[src/rtl/diff_stream_loader.sv]
// Host-side loader: streams DDR words into the core fm/wt/bias buffers per descriptor
// and runs the core start/finish handshake for compute descriptors.
module diff_stream_loader #(
  parameter int unsigned ADDR_W = 12,
  parameter int unsigned DATA_W = 64,
  parameter int unsigned LEN_W  = 16
) (
  input  logic              clk,
  input  logic              rst_n,
  input  logic              desc_valid,
  output logic              desc_ready,
  input  logic [1:0]        desc_target,
  input  logic [ADDR_W-1:0] desc_base,
  input  logic [LEN_W-1:0]  desc_len,
  input  logic              s_valid,
  output logic              s_ready,
  input  logic [DATA_W-1:0] s_data,
  output logic [ADDR_W-1:0] fm_buf_addr_o,
  output logic [ADDR_W-1:0] wt_buf_addr_o,
  output logic [ADDR_W-1:0] bias_buf_addr_o,
  output logic              fm_buf_wr_en_o,
  output logic              wt_buf_wr_en_o,
  output logic              bias_buf_wr_en_o,
  output logic [DATA_W-1:0] stream_data_o,
  output logic              core_valid_o,
  input  logic              core_ready_i,
  input  logic              core_finish_i,
  output logic              busy_o,
  output logic              done_o
);

  localparam logic [1:0] TGT_FM    = 2'd0;
  localparam logic [1:0] TGT_WT    = 2'd1;
  localparam logic [1:0] TGT_BIAS  = 2'd2;
  localparam logic [1:0] TGT_START = 2'd3;

  typedef enum logic [1:0] {
    S_IDLE    = 2'd0,
    S_LOAD    = 2'd1,
    S_START   = 2'd2,
    S_COMPUTE = 2'd3
  } state_e;

  state_e            state_q, state_d;
  logic [1:0]        target_q, target_d;
  logic [ADDR_W-1:0] base_q, base_d;
  logic [LEN_W-1:0]  len_q, len_d;
  logic [LEN_W-1:0]  cnt_q, cnt_d;
  logic [ADDR_W-1:0] fm_addr_q, fm_addr_d;
  logic [ADDR_W-1:0] wt_addr_q, wt_addr_d;
  logic [ADDR_W-1:0] bias_addr_q, bias_addr_d;
  logic              fm_we_q, fm_we_d;
  logic              wt_we_q, wt_we_d;
  logic              bias_we_q, bias_we_d;
  logic [DATA_W-1:0] data_q, data_d;
  logic              core_valid_q, core_valid_d;
  logic              done_q, done_d;
  logic [ADDR_W-1:0] wr_addr;

  // Handshake readies depend on state only, so they never loop back through inputs.
  assign desc_ready = (state_q == S_IDLE);
  assign s_ready    = (state_q == S_LOAD);
  assign wr_addr    = base_q + ADDR_W'(cnt_q);

  always_comb begin
    state_d      = state_q;
    target_d     = target_q;
    base_d       = base_q;
    len_d        = len_q;
    cnt_d        = cnt_q;
    fm_addr_d    = fm_addr_q;
    wt_addr_d    = wt_addr_q;
    bias_addr_d  = bias_addr_q;
    fm_we_d      = 1'b0;
    wt_we_d      = 1'b0;
    bias_we_d    = 1'b0;
    data_d       = data_q;
    core_valid_d = core_valid_q;
    done_d       = 1'b0;

    case (state_q)
      S_IDLE: begin
        if (desc_valid) begin
          target_d = desc_target;
          base_d   = desc_base;
          len_d    = desc_len;
          cnt_d    = '0;
          if (desc_target == TGT_START) begin
            state_d      = S_START;
            core_valid_d = 1'b1;
          end else if (desc_len == '0) begin
            done_d = 1'b1;
          end else begin
            state_d = S_LOAD;
          end
        end
      end
      S_LOAD: begin
        if (s_valid) begin
          data_d      = s_data;
          cnt_d       = cnt_q + LEN_W'(1);
          // Only the buffer being written shows a live address; the others read 0.
          fm_addr_d   = '0;
          wt_addr_d   = '0;
          bias_addr_d = '0;
          case (target_q)
            TGT_FM: begin
              fm_we_d   = 1'b1;
              fm_addr_d = wr_addr;
            end
            TGT_WT: begin
              wt_we_d   = 1'b1;
              wt_addr_d = wr_addr;
            end
            TGT_BIAS: begin
              bias_we_d   = 1'b1;
              bias_addr_d = wr_addr;
            end
            default: ;
          endcase
          if (cnt_q == len_q - LEN_W'(1)) begin
            done_d  = 1'b1;
            state_d = S_IDLE;
          end
        end
      end
      S_START: begin
        // Finish seen alongside ready is dropped: COMPUTE has not been entered yet.
        if (core_ready_i) begin
          core_valid_d = 1'b0;
          state_d      = S_COMPUTE;
        end
      end
      S_COMPUTE: begin
        if (core_finish_i) begin
          done_d  = 1'b1;
          state_d = S_IDLE;
        end
      end
      default: state_d = S_IDLE;
    endcase
  end

  always_ff @(posedge clk or negedge rst_n) begin
    if (!rst_n) begin
      state_q      <= S_IDLE;
      target_q     <= '0;
      base_q       <= '0;
      len_q        <= '0;
      cnt_q        <= '0;
      fm_addr_q    <= '0;
      wt_addr_q    <= '0;
      bias_addr_q  <= '0;
      fm_we_q      <= 1'b0;
      wt_we_q      <= 1'b0;
      bias_we_q    <= 1'b0;
      data_q       <= '0;
      core_valid_q <= 1'b0;
      done_q       <= 1'b0;
    end else begin
      state_q      <= state_d;
      target_q     <= target_d;
      base_q       <= base_d;
      len_q        <= len_d;
      cnt_q        <= cnt_d;
      fm_addr_q    <= fm_addr_d;
      wt_addr_q    <= wt_addr_d;
      bias_addr_q  <= bias_addr_d;
      fm_we_q      <= fm_we_d;
      wt_we_q      <= wt_we_d;
      bias_we_q    <= bias_we_d;
      data_q       <= data_d;
      core_valid_q <= core_valid_d;
      done_q       <= done_d;
    end
  end

  assign fm_buf_addr_o    = fm_addr_q;
  assign wt_buf_addr_o    = wt_addr_q;
  assign bias_buf_addr_o  = bias_addr_q;
  assign fm_buf_wr_en_o   = fm_we_q;
  assign wt_buf_wr_en_o   = wt_we_q;
  assign bias_buf_wr_en_o = bias_we_q;
  assign stream_data_o    = data_q;
  assign core_valid_o     = core_valid_q;
  assign busy_o           = (state_q != S_IDLE);
  assign done_o           = done_q;

endmodule

[config.mk]
export PLATFORM = sky130hd
export DESIGN_NAME = diff_stream_loader
export DESIGN_NICKNAME = d
export VERILOG_FILES = /design/src/rtl/diff_stream_loader.sv
export SDC_FILE = /design/constraint.sdc
export NUM_CORES = 1
export LEC_CHECK = 0
export ABC_CLOCK_PERIOD_IN_PS = 5650
export CORE_ASPECT_RATIO = 1.5
export CORE_MARGIN = 2
export CORE_UTILIZATION = 45
export DETAILED_ROUTE_END_ITERATION = 12
export PLACE_DENSITY = 0.77
export SLEW_MARGIN = 20
export SYNTH_ARGS = -nofsm -noshare
export SYNTH_HDL_FRONTEND = slang
export SYNTH_SLANG_ARGS = --single-unit
[constraint.sdc]
create_clock -name clk -period 5.65 [get_ports clk]
set_input_delay 0.565 -clock clk [delete_from_list [all_inputs] [get_ports clk]]
set_output_delay 0.565 -clock clk [all_outputs]
set_load 0.02 [all_outputs]
==> results of run 1 <==
[critical path: cells and delay by family (launching register included)]
kind            cells  cell delay, ps
simple gates        3            1480
buf+inv             2             520
flops               1             490
compound gates      2             330
[per-stage QoR]
stage / utilization (%) / setup WS, ps / power, mW / hold slack, ps / area [um2]
after floorplan: - / 3140 / 3.41 / 269 / 6900
after global placement: 60.6 / 2670 / 4.49 / 456 / 9130
after detailed placement: 60.6 / 2600 / 4.55 / 461 / 9130
after CTS: 64.6 / 2720 / 5.75 / 258 / 9740
after global routing: 64.6 / 2390 / 6.07 / 294 / 9740
final: 64.6 / 2700 / 5.70 / 214 / 9740
[layer usage]
layer / up-vias / wire length, um / share of wire [%] / track usage (%)
li1: 2761 / - / - / -
met1: 2692 / 7050 / 40 / 26.1
met2: 170 / 9120 / 52 / 38.9
met3: 52 / 735 / 4.2 / 4.93
met4: 0 / 779 / 4.4 / 11.0
met5: - / 0 / 0 / 0
[synthesized netlist by cell type, types with 2 or more instances]
master,instances
nor3_1,11
xnor2_1,25
o22ai_1,2
and2_1,4
nor3b_1,2
o21ai_0,35
mux2_2,28
nor4_1,7
ha_1,13
o31ai_1,6
or3_1,4
a22o_1,31
a31oi_1,10
a21o_1,2
clkbuf_1,36
nor2_1,22
and4_1,2
a21oi_1,9
and3_1,6
nand2_1,219
nand3_1,12
o21ai_1,2
a211oi_1,3
inv_1,9
dfrtp_1,153
xor2_1,9
or4_4,3
nand2b_1,3
nand4_1,6
o211ai_1,2
[report_power, final]
| part | leakage (nW) | internal (mW) | total [mW] | switching, mW |
|---|---|---|---|---|
| clock network | 0.299 | 0.754 | 1.17 | 0.418 |
| logic | 2.18 | 1.21 | 2.61 | 1.39 |
| registers | 1.94 | 1.56 | 1.92 | 0.353 |
[flip-flops by register name, indices dropped and copies added (netlist names)]
register and cells:
base_q 12, bias_buf_addr_o 12, bias_buf_wr_en_o 1, cnt_q 16
core_valid_o 1, done_o 1, fm_buf_addr_o 12, fm_buf_wr_en_o 1
len_q 16, state_q 2, stream_data_o 64, target_q 2
wt_buf_addr_o 12, wt_buf_wr_en_o 1
[kinds of logic after synthesis]
group,after synthesis,synth area share (%)
simple gates,305,19.0
flops,153,55.5
compound gates,112,11.0
buf+inv,47,2.56
xor+xnor,35,4.55
mux,29,4.71
fa+ha+maj,14,2.65
[path summary, 6_finish.rpt]
kind / start / to / depth (start not counted)
setup / recovery: state_q[1] / cnt_q[6] / 7
hold / removal: rst_n / len_q[2] / 1
setup reg to reg: state_q[1] / cnt_q[6] / 7
hold reg to reg: stream_data_o[38] / stream_data_o[38] / 2
max in group asynchronous: rst_n / stream_data_o[34] / 2
min in group clk: stream_data_o[38] / stream_data_o[38] / 2
[cell type report]
cell class	count	area share (%)
Clock inverter	9	1.52
Inverter	11	0.424
Sequential cell	153	39.3
Tap cell	199	2.56
Multi-Input combinational cell	495	29.9
Timing Repair Buffer	211	21.6
Clock buffer	21	4.73
==> results.json, run 1 <==
{
  "outcome": "completed",
  "setup_violations": 0,
  "die_h_um": 156,
  "dp_hpwl_um": 12700,
  "fin_crit_ps": 2950,
  "fin_crit_sh_pct": 52.2,
  "synth_fp_nets": 809,
  "dp_cells": 1069,
  "io-pin-count": 208,
  "core_um2": 15100,
  "cts_tree": "done",
  "path_cells": "nand2b_1 > inv_2 > and2_2 > buf_4 > nor2_1 > o21ai_0 > o31ai_1",
  "seqCellArea_um2": 3830,
  "synth-seq-area-share_pct": 55.5,
  "synth_top_area_share_pct": 55.5,
  "root_buffer": "clkbuf_16",
  "final_common_cell": "nand2_1",
  "cp_max_fo": 50,
  "cp.required_ps": 5960,
  "final_nets": 1003,
  "synthTopCellsByArea": "dfrtp_1, nand2_1, mux2_2",
  "rsz0062_at_grt": "no",
  "antenna_cells": 0,
  "syn_to_final_growth_pct": 41.1,
  "grt_max_degree": 98,
  "fillers": 1212,
  "synth-seq-cells": 153,
  "num_rows": 55,
  "synth-edff-count": 0,
  "yosys.area.top_type": "dfrtp_1",
  "wirelength_um": 17700,
  "drc": 0,
  "wl_per_cell_um": 16.1,
  "hold_violations": 0,
  "post_drt_via_cell_ratio": 5.16,
  "layout_common_cells": "nand2_1, clkdlybuf4s50_1, dfrtp_1",
  "antenna_found_initial": 0,
  "max_cap_viol_count": 0,
  "layout.cells.non_filler": 1099,
  "grt_pass1_wl_um": 28900,
  "ys.flop_type": "dfrtp_1",
  "skew_ps": 9.55,
  "clockBufferDepth": 2,
  "dr.first_iter.drc_count": 292,
  "die_w_um": 105,
  "crit_slowest_cell": "nor2_1",
  "slew_headroom_pct": 43.7,
  "die-area_um2": 16400,
  "critPathKind": "register to register",
  "rrSetupSlack_ps": 2700,
  "cp_data_arrival_time_ps": 3260,
  "syn-mean-instance-area_um2": 9.93,
  "h-tree-depth": 4,
  "layout-drive-gt1-share_pct": 8.00,
  "max_freq_mhz": 339,
  "vdd_ir_drop_max_mv": 0.299,
  "grt.total_usage_pct": 22.4,
  "slew_viol_final": 0,
  "multi_input_area_um2": 2910,
  "fin_tns_setup_ps": 0,
  "ys_types": 49,
  "worst_path_largest_cell_delay_ps": 720,
  "cts_buffers": 17,
  "synthArstFlopShare_pct": 100,
  "hold_class": "input pin to async pin",
  "cts_resized": 0,
  "crit_path_start_kind": "register",
  "cts_hold_buf": 0,
  "worst_pin_slew_ps": 841,
  "post_cts_buffers": 0,
  "grt_pass1_vias": 5700,
  "ant_nets": 0,
  "synthCells": 695,
  "route.vias.total": 5675,
  "drtPass1Iterations": 4,
  "grt.overflow.total": 0,
  "place.gp.congestion": 0.827,
  "start_util_pct": 45.8,
  "portBuffers": 207,
  "clk_pin_slew_ps": 60,
  "yosys_warnings": 0,
  "synthesis.area_um2": 6900,
  "end_kind": "register",
  "insertion_delay_ps": 420,
  "p_per_area_nw_per_um2": 585,
  "cellLeakagePower_nw": 4.42,
  "clock_sinks": 153
}
(Power assumes the default switching activity.)
==> run 2, diff against run 1 <==
--- a/config.mk
+++ b/config.mk
@@ -5,10 +5,10 @@
 export SDC_FILE = /design/constraint.sdc
 export NUM_CORES = 1
 export LEC_CHECK = 0
-export ABC_CLOCK_PERIOD_IN_PS = 5650
+export ABC_CLOCK_PERIOD_IN_PS = 2500
 export CORE_ASPECT_RATIO = 1.5
 export CORE_MARGIN = 2
-export CORE_UTILIZATION = 45
+export CORE_UTILIZATION = 43
 export DETAILED_ROUTE_END_ITERATION = 12
 export PLACE_DENSITY = 0.77
 export SLEW_MARGIN = 20
==> constraint.sdc (replaced) <==
create_clock -name clk -period 2.5 [get_ports clk]
set_input_delay 0.25 -clock clk [delete_from_list [all_inputs] [get_ports clk]]
set_output_delay 0.25 -clock clk [all_outputs]
set_load 0.02 [all_outputs]
==> results.json, run 2 (synthesis gave the netlist of run 1 again) <==
{
  "outcome": "completed",
  "slew_viol_final": 0,
  "cp_data_arrival_time_ps": 2690,
  "syn_to_final_growth_pct": 44.3,
  "drc": 0,
  "pre_cts_ws_ps": -19.0,
  "vdd_ir_drop_max_mv": 0.688,
  "clk_pin_slew_ps": 70,
  "crit_path_start_kind": "register",
  "cellLeakagePower_nw": 4.54,
  "fin_crit_ps": 2390,
  "worst_hold_slack_ps": 336,
  "hold_violations": 0,
  "slew_headroom_pct": 43.7,
  "end_kind": "register",
  "cp_max_fo": 3,
  "critPathKind": "register to register",
  "wirelength_um": 18500,
  "final_common_cell": "nand2_1",
  "drtPass1Iterations": 4,
  "fin_tns_setup_ps": 0,
  "route.vias.total": 5723,
  "wl_per_cell_um": 16.5,
  "antenna_found_initial": 0,
  "fin_crit_sh_pct": 95.5,
  "cts_tree": "done",
  "path_cells": "inv_1 > ha_1 > nor3b_4 > nor3b_4 > mux2i_1 > a22oi_1 > or4_4 > o31a_1",
  "cts_buffers": 17,
  "utilization_pct": 63.5,
  "grt.overflow.total": 0,
  "place.gp.congestion": 0.874,
  "crit_top_cell": "nor3b_4",
  "io-pin-count": 208,
  "grt.total_usage_pct": 22.5,
  "insertion_delay_ps": 420,
  "die_w_um": 107,
  "antenna_cells": 0,
  "fin_ws_ps": 113,
  "clock_sinks": 153,
  "totalPowerFinal_mw": 13.1,
  "portBuffers": 207,
  "root_buffer": "clkbuf_16",
  "start_util_pct": 44.0,
  "h-tree-depth": 4,
  "num_rows": 56,
  "layout-drive-gt1-share_pct": 11.1,
  "skew_ps": 10.1,
  "max_freq_mhz": 419,
  "grt_pass1_wl_um": 29900,
  "hold_class": "input pin to async pin",
  "ant_nets": 0,
  "setup_violations": 0,
  "dr.first_iter.drc_count": 253,
  "worst_path_largest_cell_delay_ps": 560,
  "cp.required_ps": 2800,
  "post_drt_via_cell_ratio": 5.09,
  "max_cap_viol_count": 0,
  "p_per_area_nw_per_um2": 1320,
  "grt_pass1_vias": 5720,
  "clockBufferDepth": 2,
  "grt_max_degree": 73,
  "worst_pin_slew_ps": 842,
  "die-area_um2": 17100,
  "core_um2": 15700,
  "die_h_um": 159,
  "largest_reg_flops": 64,
  "dp_hpwl_um": 13600,
  "layout_common_cells": "nand2_1, clkdlybuf4s50_1, dfrtp_1",
  "crit_slowest_cell": "or4_4",
  "final_nets": 1023
}
-- run 2: power breakdown --
part,internal (mW),switching [mW]
registers,3.54,0.745
clock network,1.55,1.07
logic,2.92,3.30
-- run 2: worst paths after layout --
kind                       slack (ps)                 to               from  cells after the start
min reg2reg                       470  stream_data_o[40]  stream_data_o[40]                      2
max in group asynchronous        1480           len_q[2]              rst_n                      3
max reg2reg                       110         state_q[0]           len_q[0]                      8
max                               110         state_q[0]           len_q[0]                      8
min                               340  stream_data_o[62]              rst_n                      2
min in group clk                  350  stream_data_o[10]         s_data[10]                      3
-- run 2: area by class of cell --
type / instances / area (um2)
Clock buffer: 19 / 453
Clock inverter: 13 / 158
Fill cell: 1331 / 5730
Inverter: 11 / 41.3
Multi-Input combinational cell: 495 / 2950
Sequential cell: 153 / 3830
Tap cell: 203 / 254
Timing Repair Buffer: 231 / 2280
-- run 2: worst max-delay path, delay by kind of cell (launching register included) --
kind / cells / cell delay [ps]
and+or+nand+nor: 3 / 1030
muxes: 1 / 200
AOI/OAI and AO/OA: 2 / 390
adders and majority gates: 1 / 180
buffers and inverters: 1 / 90
DFF: 1 / 390
-- run 2: per-stage QoR --
stage | cell area, um2 | cells
after floorplan | 6910 | 695
after global placement | 9310 | 1092
after detailed placement | 9310 | 1092
after CTS | 9940 | 1125
after global routing | 9960 | 1125
final | 9960 | 1125
-- run 2: timing repair --
item,in CTS,in global routing
setup buffers,0,0
hold buffers,1,0
setup endpoints to repair,4,4
gates resized for setup,3,6
endpoints found under the hold margin,46,0
cloned,0,0
-- run 2: layer usage --
layer  global-route usage [%]  wire (um)  vias to the layer above
met4                     10.0        647                        0
met2                     38.7       9760                      171
li1                         -          -                     2808
met3                     4.13        660                       38
met5                        0          0                        -
met1                     27.0       7450                     2706
==> run 3, diff against run 2 <==
--- a/config.mk
+++ b/config.mk
@@ -8,9 +8,10 @@
 export ABC_CLOCK_PERIOD_IN_PS = 2500
 export CORE_ASPECT_RATIO = 1.5
 export CORE_MARGIN = 2
-export CORE_UTILIZATION = 43
+export CORE_UTILIZATION = 44
+export CTS_BUF_LIST = sky130_fd_sc_hd__clkbuf_8
 export DETAILED_ROUTE_END_ITERATION = 12
-export PLACE_DENSITY = 0.77
+export PLACE_DENSITY = 0.79
 export SLEW_MARGIN = 20
 export SYNTH_ARGS = -nofsm -noshare
 export SYNTH_HDL_FRONTEND = slang
==> results.json, run 3 (synthesis gave the netlist of run 1 again) <==
{
  "portBuffers": 207,
  "totalPowerFinal_mw": 12.4,
  "vdd_ir_drop_max_mv": 0.609,
  "cp_data_arrival_time_ps": 2790,
  "ant_nets": 0,
  "dr.first_iter.drc_count": 322,
  "max_cap_viol_count": 0,
  "clock_sinks": 153,
  "clockBufferDepth": 2,
  "dp_hpwl_um": 13500,
  "final_nets": 1025,
  "crit_slowest_cell": "or4_4",
  "cp.required_ps": 2830,
  "wl_per_cell_um": 16.4,
  "root_buffer": "clkbuf_8",
  "io-pin-count": 208,
  "cp_max_fo": 7,
  "place.gp.congestion": 0.869,
  "die_h_um": 157,
  "end_kind": "register",
  "cellLeakagePower_nw": 4.43,
  "seqCellArea_um2": 3830,
  "syn_to_final_growth_pct": 41.3,
  "route.vias.total": 5832,
  "grt_pass1_wl_um": 28500,
  "postPlaceCellArea_um2": 9290,
  "setup_violations": 0,
  "grt.overflow.total": 0,
  "final_common_cell": "nand2_1",
  "crit_top_cell": "or4_4",
  "multi_input_area_um2": 2950,
  "hold_class": "input pin to async pin",
  "antenna_cells": 0,
  "p_per_area_nw_per_um2": 1270,
  "die-area_um2": 16700,
  "critPathKind": "register to register",
  "dp_cells": 1092,
  "layout-drive-gt1-share_pct": 11.0,
  "grt.total_usage_pct": 21.8,
  "path_cells": "or4_4 > nor3_2 > and4_1 > o21ai_1 > or4_4 > o31a_1",
  "die_w_um": 106,
  "num_rows": 56,
  "skew_ps": 13.3,
  "layout.cells.non_filler": 1127,
  "core_um2": 15500,
  "clk_pin_slew_ps": 90,
  "cts_tree": "done",
  "slew_viol_final": 0,
  "utilization_pct": 63.0,
  "drtPass1Iterations": 4,
  "insertion_delay_ps": 440,
  "worst_path_largest_cell_delay_ps": 560,
  "reg2regPathDepth": 6,
  "reg2reg_to": "state_q[0]",
  "drc": 0,
  "wirelength_um": 18400,
  "fillers": 1262,
  "slew_headroom_pct": 37.7,
  "hold_violations": 0,
  "r2r_start": "len_q[2]",
  "grt_pass1_vias": 5694,
  "rrSetupSlack_ps": 30,
  "crit_path_start_kind": "register",
  "fin_crit_sh_pct": 98.6,
  "largest_reg_flops": 64,
  "worst_pin_slew_ps": 932,
  "h-tree-depth": 4,
  "grt_max_degree": 80,
  "outcome": "completed",
  "antenna_found_initial": 0,
  "fin_crit_ps": 2470,
  "start_util_pct": 44.6,
  "max_freq_mhz": 406,
  "cts_buffers": 17,
  "post_drt_via_cell_ratio": 5.17,
  "design_area_um2": 9750,
  "layout_common_cells": "nand2_1, clkdlybuf4s50_1, dfrtp_1"
}
## run 3: cell types whose count changed in the layout (fill, tap and decap cells not counted), sizes merged
cell	delta
inv	+1
clkinvlp	+4
bufinv	-1
buf	+2
clkinv	-4
## run 3: worst max path at each step
stage | startpoint | endpoint | slack [ps] | depth (start not counted)
after floorplan | len_q[0] | state_q[0] | 70 | 8
after global placement | base_q[0] | fm_buf_addr_o[10] | 5 | 9
after detailed placement | base_q[0] | bias_buf_addr_o[10] | -60 | 9
after CTS | base_q[0] | bias_buf_addr_o[10] | 20 | 9
after global routing | base_q[0] | wt_buf_addr_o[10] | -0.3 | 9
final | len_q[2] | state_q[0] | 30 | 6
## run 3: per-layer routing
layer  track usage, %  share of wire (%)  vias up
met1             26.6                 41     2791
met4             9.09                3.4        0
li1                 -                  -     2811
met5                0                  0        -
met3             4.06                3.5       44
met2             37.9                 52      186
## run 3: per-stage QoR
step,setup slack [ps],hold WS (ps),TNS (ps)
final,34.7,280,0
after global placement,5.26,184,0
after CTS,16.5,273,0
after global routing,-0.253,295,-0.253
after floorplan,70.8,-45.6,0
after detailed placement,-56.6,187,-168
## run 3: layout make-up
type	count	share of cell area (%)
multi-input cells	495	30.3
clock buffers	19	2.68
repair buffers	233	23.4
inverters	11	0.423
well taps	203	2.60
clock inverters	13	1.35
flip-flops and latches	153	39.3
## run 3: repair_timing
item,in CTS,in global routing
resized for setup,3,5
pin swaps,0,3
buffers inserted,0,2
hold buffers,1,0
endpoints found under the hold margin,36,0
endpoints found under the setup margin,4,4
## run 3: worst max-delay path: cells and delay by family (launching register included)
family	cells	cell delay, ps
flops	1	480
simple gates	4	1530
compound gates	2	350
## run 3: report_power, final
| group | total [mW] | internal [mW] | switching (mW) |
|---|---|---|---|
| logic | 6.26 | 2.94 | 3.32 |
| registers | 4.27 | 3.53 | 0.746 |
| clock network | 1.85 | 0.863 | 0.988 |
